==> src/rtl/alu_share_if.sv <==
// Request/response/ALU bundle between two instruction sources, the arbiter and the shared ALU.
// The arbiter uses the slave modport; sources and the ALU sit on the master side.
interface alu_share_if #(
  parameter int DATA_W = 8,
  parameter int FLAG_W = 4
);
  logic [1:0]        req_valid;
  logic [1:0]        req_ready;
  logic [3:0]        req0_opcode;
  logic [DATA_W-1:0] req0_a;
  logic [DATA_W-1:0] req0_b;
  logic [3:0]        req1_opcode;
  logic [DATA_W-1:0] req1_a;
  logic [DATA_W-1:0] req1_b;
  logic [1:0]        rsp_valid;
  logic [1:0]        rsp_ready;
  logic [DATA_W-1:0] rsp_y;
  logic [FLAG_W-1:0] rsp_flags;
  logic              rsp_err;
  logic [3:0]        alu_opcode;
  logic [DATA_W-1:0] alu_a;
  logic [DATA_W-1:0] alu_b;
  logic [DATA_W-1:0] alu_y;
  logic [FLAG_W-1:0] alu_flags;
  logic              busy;

  modport master (
    output req_valid, req0_opcode, req0_a, req0_b, req1_opcode, req1_a, req1_b,
    output rsp_ready, alu_y, alu_flags,
    input  req_ready, rsp_valid, rsp_y, rsp_flags, rsp_err,
    input  alu_opcode, alu_a, alu_b, busy
  );

  modport slave (
    input  req_valid, req0_opcode, req0_a, req0_b, req1_opcode, req1_a, req1_b,
    input  rsp_ready, alu_y, alu_flags,
    output req_ready, rsp_valid, rsp_y, rsp_flags, rsp_err,
    output alu_opcode, alu_a, alu_b, busy
  );
endinterface

==> src/rtl/alu_share_arbiter.sv <==
// Round-robin sharing of one combinational ALU between two requesters: issue operands,
// wait a programmable settle time, capture Y/flags and return them to the owner.
module alu_share_arbiter #(
  parameter int DATA_W     = 8,
  parameter int FLAG_W     = 4,
  parameter int SETTLE_CYC = 1
) (
  input  logic       clk,
  input  logic       rst,
  alu_share_if.slave bus
);

  localparam logic [1:0] ST_IDLE = 2'd0;
  localparam logic [1:0] ST_EXEC = 2'd1;
  localparam logic [1:0] ST_RESP = 2'd2;
  localparam logic [3:0] SETTLE_LOAD = 4'(SETTLE_CYC - 1);

  logic [1:0]        state_reg;
  logic              owner_reg;
  logic              last_grant_reg;
  logic [3:0]        cnt_reg;
  logic [3:0]        alu_opcode_reg;
  logic [DATA_W-1:0] alu_a_reg;
  logic [DATA_W-1:0] alu_b_reg;
  logic [DATA_W-1:0] rsp_y_reg;
  logic [FLAG_W-1:0] rsp_flags_reg;
  logic              rsp_err_reg;

  logic              grant;
  logic              accept;
  logic              rsp_fire;
  logic [3:0]        sel_opcode;
  logic [DATA_W-1:0] sel_a;
  logic [DATA_W-1:0] sel_b;
  logic [1:0]        req_ready_vec;
  logic [1:0]        rsp_valid_vec;

  function automatic logic is_legal(input logic [3:0] op);
    case (op)
      4'b1110, 4'b1111, 4'b1100, 4'b1000,
      4'b1001, 4'b1010, 4'b1011, 4'b0001, 4'b0000: is_legal = 1'b1;
      default:                                     is_legal = 1'b0;
    endcase
  endfunction

  // On a tie the requester that did not win last time gets the ALU.
  always_comb begin
    grant = 1'b0;
    if (&bus.req_valid) begin
      grant = ~last_grant_reg;
    end else if (bus.req_valid[1]) begin
      grant = 1'b1;
    end
  end

  assign accept     = (state_reg == ST_IDLE) && bus.req_valid[grant];
  assign rsp_fire   = (state_reg == ST_RESP) && bus.rsp_ready[owner_reg];
  assign sel_opcode = grant ? bus.req1_opcode : bus.req0_opcode;
  assign sel_a      = grant ? bus.req1_a : bus.req0_a;
  assign sel_b      = grant ? bus.req1_b : bus.req0_b;

  always_comb begin
    req_ready_vec = 2'b00;
    rsp_valid_vec = 2'b00;
    if (accept) begin
      req_ready_vec[grant] = 1'b1;
    end
    if (state_reg == ST_RESP) begin
      rsp_valid_vec[owner_reg] = 1'b1;
    end
  end

  always_ff @(posedge clk or posedge rst) begin
    if (rst) begin
      state_reg      <= ST_IDLE;
      owner_reg      <= 1'b0;
      last_grant_reg <= 1'b1;
      cnt_reg        <= '0;
      alu_opcode_reg <= '0;
      alu_a_reg      <= '0;
      alu_b_reg      <= '0;
      rsp_y_reg      <= '0;
      rsp_flags_reg  <= '0;
      rsp_err_reg    <= 1'b0;
    end else begin
      case (state_reg)
        ST_IDLE: begin
          if (accept) begin
            owner_reg      <= grant;
            last_grant_reg <= grant;
            if (is_legal(sel_opcode)) begin
              alu_opcode_reg <= sel_opcode;
              alu_a_reg      <= sel_a;
              alu_b_reg      <= sel_b;
              cnt_reg        <= SETTLE_LOAD;
              state_reg      <= ST_EXEC;
            end else begin
              // Illegal opcodes never reach the ALU; answer immediately with an error.
              rsp_y_reg     <= '0;
              rsp_flags_reg <= '0;
              rsp_err_reg   <= 1'b1;
              state_reg     <= ST_RESP;
            end
          end
        end
        ST_EXEC: begin
          if (cnt_reg == 4'd0) begin
            rsp_y_reg     <= bus.alu_y;
            rsp_flags_reg <= bus.alu_flags;
            rsp_err_reg   <= 1'b0;
            state_reg     <= ST_RESP;
          end else begin
            cnt_reg <= cnt_reg - 4'd1;
          end
        end
        ST_RESP: begin
          if (rsp_fire) begin
            state_reg <= ST_IDLE;
          end
        end
        default: state_reg <= ST_IDLE;
      endcase
    end
  end

  assign bus.req_ready  = req_ready_vec;
  assign bus.rsp_valid  = rsp_valid_vec;
  assign bus.rsp_y      = rsp_y_reg;
  assign bus.rsp_flags  = rsp_flags_reg;
  assign bus.rsp_err    = rsp_err_reg;
  assign bus.alu_opcode = alu_opcode_reg;
  assign bus.alu_a      = alu_a_reg;
  assign bus.alu_b      = alu_b_reg;
  assign bus.busy       = (state_reg != ST_IDLE);

endmodule

==> src/flat_wrapper.sv <==
// flat-port wrapper written by rule: the top's interface ports become plain ports
module alu_share_arbiter_flat 
#(
  parameter int DATA_W     = 8,
  parameter int FLAG_W     = 4,
  parameter int SETTLE_CYC = 1
)
  (clk, rst, bus_req_valid, bus_req0_opcode, bus_req0_a, bus_req0_b, bus_req1_opcode, bus_req1_a, bus_req1_b, bus_rsp_ready, bus_alu_y, bus_alu_flags, bus_req_ready, bus_rsp_valid, bus_rsp_y, bus_rsp_flags, bus_rsp_err, bus_alu_opcode, bus_alu_a, bus_alu_b, bus_busy);
  alu_share_if #(.DATA_W(DATA_W), .FLAG_W(FLAG_W)) bus_i ();
  input  logic clk;
  input  logic rst;
  input wire logic [$bits(bus_i.req_valid)-1:0] bus_req_valid;
  input wire logic [$bits(bus_i.req0_opcode)-1:0] bus_req0_opcode;
  input wire logic [$bits(bus_i.req0_a)-1:0] bus_req0_a;
  input wire logic [$bits(bus_i.req0_b)-1:0] bus_req0_b;
  input wire logic [$bits(bus_i.req1_opcode)-1:0] bus_req1_opcode;
  input wire logic [$bits(bus_i.req1_a)-1:0] bus_req1_a;
  input wire logic [$bits(bus_i.req1_b)-1:0] bus_req1_b;
  input wire logic [$bits(bus_i.rsp_ready)-1:0] bus_rsp_ready;
  input wire logic [$bits(bus_i.alu_y)-1:0] bus_alu_y;
  input wire logic [$bits(bus_i.alu_flags)-1:0] bus_alu_flags;
  output wire logic [$bits(bus_i.req_ready)-1:0] bus_req_ready;
  output wire logic [$bits(bus_i.rsp_valid)-1:0] bus_rsp_valid;
  output wire logic [$bits(bus_i.rsp_y)-1:0] bus_rsp_y;
  output wire logic [$bits(bus_i.rsp_flags)-1:0] bus_rsp_flags;
  output wire logic [$bits(bus_i.rsp_err)-1:0] bus_rsp_err;
  output wire logic [$bits(bus_i.alu_opcode)-1:0] bus_alu_opcode;
  output wire logic [$bits(bus_i.alu_a)-1:0] bus_alu_a;
  output wire logic [$bits(bus_i.alu_b)-1:0] bus_alu_b;
  output wire logic [$bits(bus_i.busy)-1:0] bus_busy;
  assign bus_i.req_valid = bus_req_valid;
  assign bus_i.req0_opcode = bus_req0_opcode;
  assign bus_i.req0_a = bus_req0_a;
  assign bus_i.req0_b = bus_req0_b;
  assign bus_i.req1_opcode = bus_req1_opcode;
  assign bus_i.req1_a = bus_req1_a;
  assign bus_i.req1_b = bus_req1_b;
  assign bus_i.rsp_ready = bus_rsp_ready;
  assign bus_i.alu_y = bus_alu_y;
  assign bus_i.alu_flags = bus_alu_flags;
  assign bus_req_ready = bus_i.req_ready;
  assign bus_rsp_valid = bus_i.rsp_valid;
  assign bus_rsp_y = bus_i.rsp_y;
  assign bus_rsp_flags = bus_i.rsp_flags;
  assign bus_rsp_err = bus_i.rsp_err;
  assign bus_alu_opcode = bus_i.alu_opcode;
  assign bus_alu_a = bus_i.alu_a;
  assign bus_alu_b = bus_i.alu_b;
  assign bus_busy = bus_i.busy;
  alu_share_arbiter #(.DATA_W(DATA_W), .FLAG_W(FLAG_W), .SETTLE_CYC(SETTLE_CYC)) u_core (.clk(clk), .rst(rst), .bus(bus_i));
endmodule
==> config.mk <==
export PLATFORM = sky130hd
export DESIGN_NAME = alu_share_arbiter_flat
export DESIGN_NICKNAME = d
export VERILOG_FILES = /design/src/rtl/alu_share_if.sv /design/src/rtl/alu_share_arbiter.sv /design/src/flat_wrapper.sv
export SDC_FILE = /design/constraint.sdc
export NUM_CORES = 1
export LEC_CHECK = 0
export ABC_AREA = 1
export BUFFER_PORTS_ARGS = -buffer_cell sky130_fd_sc_hd__buf_2
export CORE_UTILIZATION = 41
export CTS_CLUSTER_DIAMETER = 200
export DETAILED_ROUTE_END_ITERATION = 12
export GPL_TIMING_DRIVEN = 0
export PLACE_DENSITY = 0.85
export SYNTH_ARGS = -nofsm -noshare
export SYNTH_HDL_FRONTEND = slang
export SYNTH_SLANG_ARGS = --single-unit
==> constraint.sdc <==
create_clock -name clk -period 1.7 [get_ports clk]
set_input_delay 0.255 -clock clk [delete_from_list [all_inputs] [get_ports clk]]
set_output_delay 0.255 -clock clk [all_outputs]
set_load 0.005 [all_outputs]
== Word level (Yosys, flattened, before mapping) ==
Memories as Yosys holds them, arrays and structs flattened.
Index checks and enable logic that the tools add are counted.
Word-level totals
  register bits: 41
  memory bits (read-only): 16
  output and inout port bits: 38
  word-level logic and storage cells: 77
  memories: 1
Operators by class
  add/sub/neg operators: 1
  $lt $le $gt $ge: 4
  equal/unequal tests: 8
  muxes and demuxes: 38
  bitwise gates (word level): 1
  reduce and logical (&&, ||, !) cells: 14
Memory list
  (name not given): words 16, bits a word 1, rd ports 1, clocked after memory_dff 0, write ports 0, RTL line alu_share_arbiter.sv:39  | case (op)
Operator list (number)
  $mux 8: 5
  $mux 4: 7
  $pmux 4 s2: 2
  $pmux 8 s2: 1
  $mux 1: 13
  $mux 2: 6
  $reduce_and 4->1: 2
  $ne 2x1->1 const B: 3
  $ne 2x2->1 const B: 3
  $pmux 2 s3: 1
  $reduce_and 3->1: 2
  $logic_and 1x1->1: 4
  $logic_not 4->1: 1
  $lt 1x2->1 const B: 2
  $reduce_and 2->1: 2
  $reduce_bool 2->1: 2
  $sub 4x1->4 const B: 1
  $demux 1 s1: 2
  $eq 2x1->1 const B: 1
  $eq 2x2->1 const B: 1
  $ge 1x1->1 const B: 2
  $logic_not 2->1: 1
  $pmux 1 s2: 1
  $not 1->1: 1

== Logic depth before layout (Yosys ltp) ==
  depth in word-level cells: 10
  gate-level depth with buffers: 12
  depth with buffers taken out: 11

== Least setup slack after synthesis ==
No wires, ideal clock.
  kind: flip-flop to flip-flop
  from: reg u_core.last_grant_reg
  to: reg u_core.alu_a_reg[1] (netlist: u_core.bus.alu_a[1])
  setup time: 0.127 ns
  arrival: 1.528 ns
  data required time: 1.573 ns
  setup slack: 0.045 ns
  cell stages (with the launch flop): 13
  path buffers: 3
  clock period less this slack: 1.655 ns
  path through: dfstp_2 nand2_2 nand2_2 buf_6 nand2_1 nand2_1 nand2_1 nand2_2 nand2_2 buf_6 buf_6 nand2_1 o21ai_0
On the way
  word-level cells in the longest chain between the ends: 7
  elaborated cells on any way between the ends: 11
  those cells by class: mux (7); bitwise (1); reduce/logical (2); memory (1)
Ends and longest elaborated chain
  start: declaration: RTL line alu_share_arbiter.sv:20  | logic last_grant_reg;
  start signal: assignment: RTL line alu_share_arbiter.sv:90  | last_grant_reg <= grant;
  $not 1->1 *: RTL line alu_share_arbiter.sv:50  | grant = ~last_grant_reg;
  $mux 1 *: RTL line alu_share_arbiter.sv:49  | if (&bus.req_valid) begin
  $mux 4: RTL line alu_share_arbiter.sv:58  | assign sel_opcode = grant ? bus.req1_opcode : bus.req0_opcode;
  $mem_v2 16x1
  $mux 1: RTL line alu_share_arbiter.sv:88  | if (accept) begin
  $mux 1: RTL line alu_share_arbiter.sv:86  | case (state_reg)
  $reduce_and 3->1 (no source line)
  end signal: assignment: RTL line alu_share_arbiter.sv:93  | alu_a_reg <= sel_a;
  end: declaration: RTL line alu_share_arbiter.sv:23  | logic [DATA_W-1:0] alu_a_reg;
Every way passes the cells marked *; elsewhere a longest branch is shown, timed or not. The select of a mux whose other input is x is not followed.
A chain may end at the register's enable or synchronous reset.

== Final worst setup path ==
  from: reg u_core.last_grant_reg
  to: reg u_core.alu_b_reg[2] (netlist: u_core.bus.alu_b[2])
On the way
  word-level cells in the longest chain between the ends: 7
  elaborated cells on any way between the ends: 11
  those cells by class: mux (7); bitwise (1); reduce/logical (2); memory (1)
Ends and longest elaborated chain
  $not 1->1 *: RTL line alu_share_arbiter.sv:50
  $mux 1 *: RTL line alu_share_arbiter.sv:49
  $mux 4: RTL line alu_share_arbiter.sv:58
  $mem_v2 16x1
  $mux 1: RTL line alu_share_arbiter.sv:88
  $mux 1: RTL line alu_share_arbiter.sv:86
  $reduce_and 3->1 (no source line)
  end signal: assignment: RTL line alu_share_arbiter.sv:94  | alu_b_reg <= sel_b;
  end: declaration: RTL line alu_share_arbiter.sv:24  | logic [DATA_W-1:0] alu_b_reg;
Marked as above.

==> results.yml <==
outcome:
  violations: "design-rule violations"
  status: "complete, but fails checks"
cells_and_area:
  fillers: 396
  area_delta_synth_final_pct: 43.30
  drive_above_1_share: 0.4588
  antenna_cells: 0
  fin_area_um2: 2865
  fin_nets: 398
floorplan:
  die_x_um: 71.83
  io_pins: 96
  die-height_um: 71.83
  row_count: 25
  dieArea_um2: 5160
  coreArea_um2: 4692
  initial_core_util: 0.4261
sta:
  slew-limit-headroom: 0.4417
  hold_viol_final: 0
  fin_setup_tns_ns: 0
  period_share: 0.9871
  setup_viol: 0
  rsz0062_at_grt: "true"
  tightest_slew_ns: 0.8362
  finClkSkew_ns: 0.006647
  max_freq_mhz: 595.9
  final.min_clock_period_ns: 1.678
  finalMaxSlewViolations: 0
clocking:
  cts_tree: "built"
  cts_buffer_depth: 2
  cts_sinks: 41
  cts_root_buf: "clkbuf_8"
  worstSkewPairLatency_ns: 0.29
  cts_hold_buffers: 0
  path_clk_slew_ns: 0.08
  numCtsBuffers: 5
  cts_max_level: 2
synth:
  syn_area_per_cell_um2: 8.886
  synth_top_area_frac: 0.5006
  synth.yosys.warnings: 0
  synthTopCellsByCount: "nand2_1, dfrtp_1, mux2i_1, inv_1, nand4_1"
  synthTopCellsByArea: "dfrtp_1, nand2_1, mux2i_1"
  synth_top_flop_cell: "dfrtp_1"
  synth_top_area_cell: "dfrtp_1"
  yosysUniqueCellTypes: 22
  syn_nets: 284
  synthArstFlopShare: 1.000
  syn-cell-area_um2: 1999
  syn_inst: 225
  synth_seq_cells: 41
  synth_most_common_cell: "nand2_1"
  seq_area_frac_synth: 0.5138
  synth-edff-count: 0
setup_path:
  critPathTopFamily: "flip-flops"
  cp.buffers_inverters: 3
  arrival_ns: 1.85
  critPathLaunchType: "register"
  worstPathRequired_ns: 1.87
  slowest_delay_ns: 0.56
  worstPathCellList: "nand2_4 -> nand2_4 -> buf_8 -> nand2_4 -> nand2_4 -> nand2_4 -> nand2_4 -> nand2_2 -> buf_6 -> clkbuf_16 -> nand2_2 -> o21ai_2"
  r2r_start: "u_core.last_grant_reg"
  cp-end-kind: "register"
  critPathKind: "reg -> reg"
  critical_path.slowest_cell: "dfstp_2"
  r2r_slack_ns: 0.02
  reg2regPathDepth: 12
  crit_top_cell: "nand2_4"
  rr_endpoint: "u_core.bus.alu_b[2]"
  crit_fanout: 7
detailed_routing:
  vias: 1970
  drt-initial-drc-count: 88
  drc: 2
  drt-wirelength-per-cell_um: 13.55
  wl_mm: 5.339
  via_per_inst: 5.000
  drtPass1Iterations: 8
  final_antenna_net_count: 0
grt:
  grt_remaining_overflow: 0
  grt_use_met3: 0.04501
  antenna_found_initial: 0
  grt_use_total: 0.1907
  grt_pass1_vias: 1814
  met2_usage: 0.3459
  grt.met1_usage: 0.2280
  grt_max_degree: 42
  grt-busiest-layer: "met2"
  grt_pass1_wl_mm: 7.762
placed_design:
  port_buffers: 95
  dp_hpwl_mm: 3.588
  placed_cell_area_um2: 2542
  gp_congestion: 0.7830
power:
  power_leakage_nw: 1.650
  vdd_ir_drop_max_mv: 0.5705
  power.total_mw: 4.409
  p_per_area_nw_per_um2: 1539
hold_path:
  hold_path_class: "in -> async"
run:
  maxCapViolCount: 0
-- routing by layer --
metal	up-vias	routed length, µm
met5	-	0
met4	0	42
met3	4	333
met2	71	2757
met1	931	2206
li1	964	-
-- kinds of logic after synthesis --
group	after synthesis	synth area share
compound gates	24	0.07823
buf+inv	24	0.06320
simple gates	117	0.2497
fa+ha+maj	1	0.006257
flops	41	0.5138
mux	16	0.08010
xor+xnor	2	0.008763
-- through the flow --
stage / utilization / hold slack (ns) / worst slack (ns) / instances
floorplan: - / 0.4073 / 0.04496 / 225
global placement: 0.5419 / 0.4494 / -0.1371 / 374
detailed placement: 0.5419 / 0.4540 / -0.1406 / 374
CTS: 0.5813 / 0.1543 / 0.003628 / 389
global route: 0.6107 / 0.1970 / -0.05174 / 394
finish: 0.6107 / 0.1229 / 0.02197 / 394
-- how the worst max path moves through the flow --
| stage | slack, ns | from | endpoint | cells after the start |
|---|---|---|---|---|
| after floorplan | 0.04 | u_core.last_grant_reg | u_core.bus.alu_a[1] | 12 |
| after global placement | -0.14 | u_core.last_grant_reg | u_core.state_reg[1] | 11 |
| after detailed placement | -0.14 | u_core.last_grant_reg | u_core.state_reg[1] | 11 |
| after CTS | 0.004 | u_core.last_grant_reg | u_core.bus.alu_b[0] | 12 |
| after global routing | -0.05 | u_core.last_grant_reg | u_core.bus.alu_a[6] | 12 |
| final | 0.02 | u_core.last_grant_reg | u_core.bus.alu_b[2] | 12 |
-- final cells by class --
class	count	area [µm²]	area share
multi-input cells	160	939.7	0.3279
inverters	14	52.55	0.01834
clock buffers	5	68.82	0.02402
repair buffers	107	583.1	0.2035
flip-flops and latches	41	1027	0.3585
clock inverters	3	17.52	0.006114
plain buffers	10	108.9	0.03799
well taps	54	67.56	0.02358
-- power by group --
group	switching, mW	internal [mW]
Combinational	1.16	1.00
Clock	0.341	0.283
Sequential	0.228	1.39
-- cells in the final DEF (no fill, tap or decap), drive strengths merged, types with 9 or more instances in the layout --
cell type / instances
mux2i: 16
inv: 14
o21ai: 21
nand4: 12
buf: 113
nand3: 10
nor2: 11
nand2: 82
dfrtp: 40
clkbuf: 9
-- worst register-to-register path: stages, from the launching register on --
cell       delay (ns)
dfstp_2          0.56
nand2_4          0.07
nand2_4          0.08
buf_8            0.12
nand2_4          0.05
nand2_4          0.08
nand2_4          0.05
nand2_4          0.06
nand2_2          0.07
buf_6            0.14
clkbuf_16        0.15
nand2_2          0.07
o21ai_2          0.05
-- what timing repair did --
item / CTS / global route
setup endpoints to repair: 36 / 38
resized for setup: 11 / 29
pin swaps: 4 / 5
cloned: 0 / 1
buffers inserted: 7 / 4
Note: power is estimated with default switching activity, not from simulation.
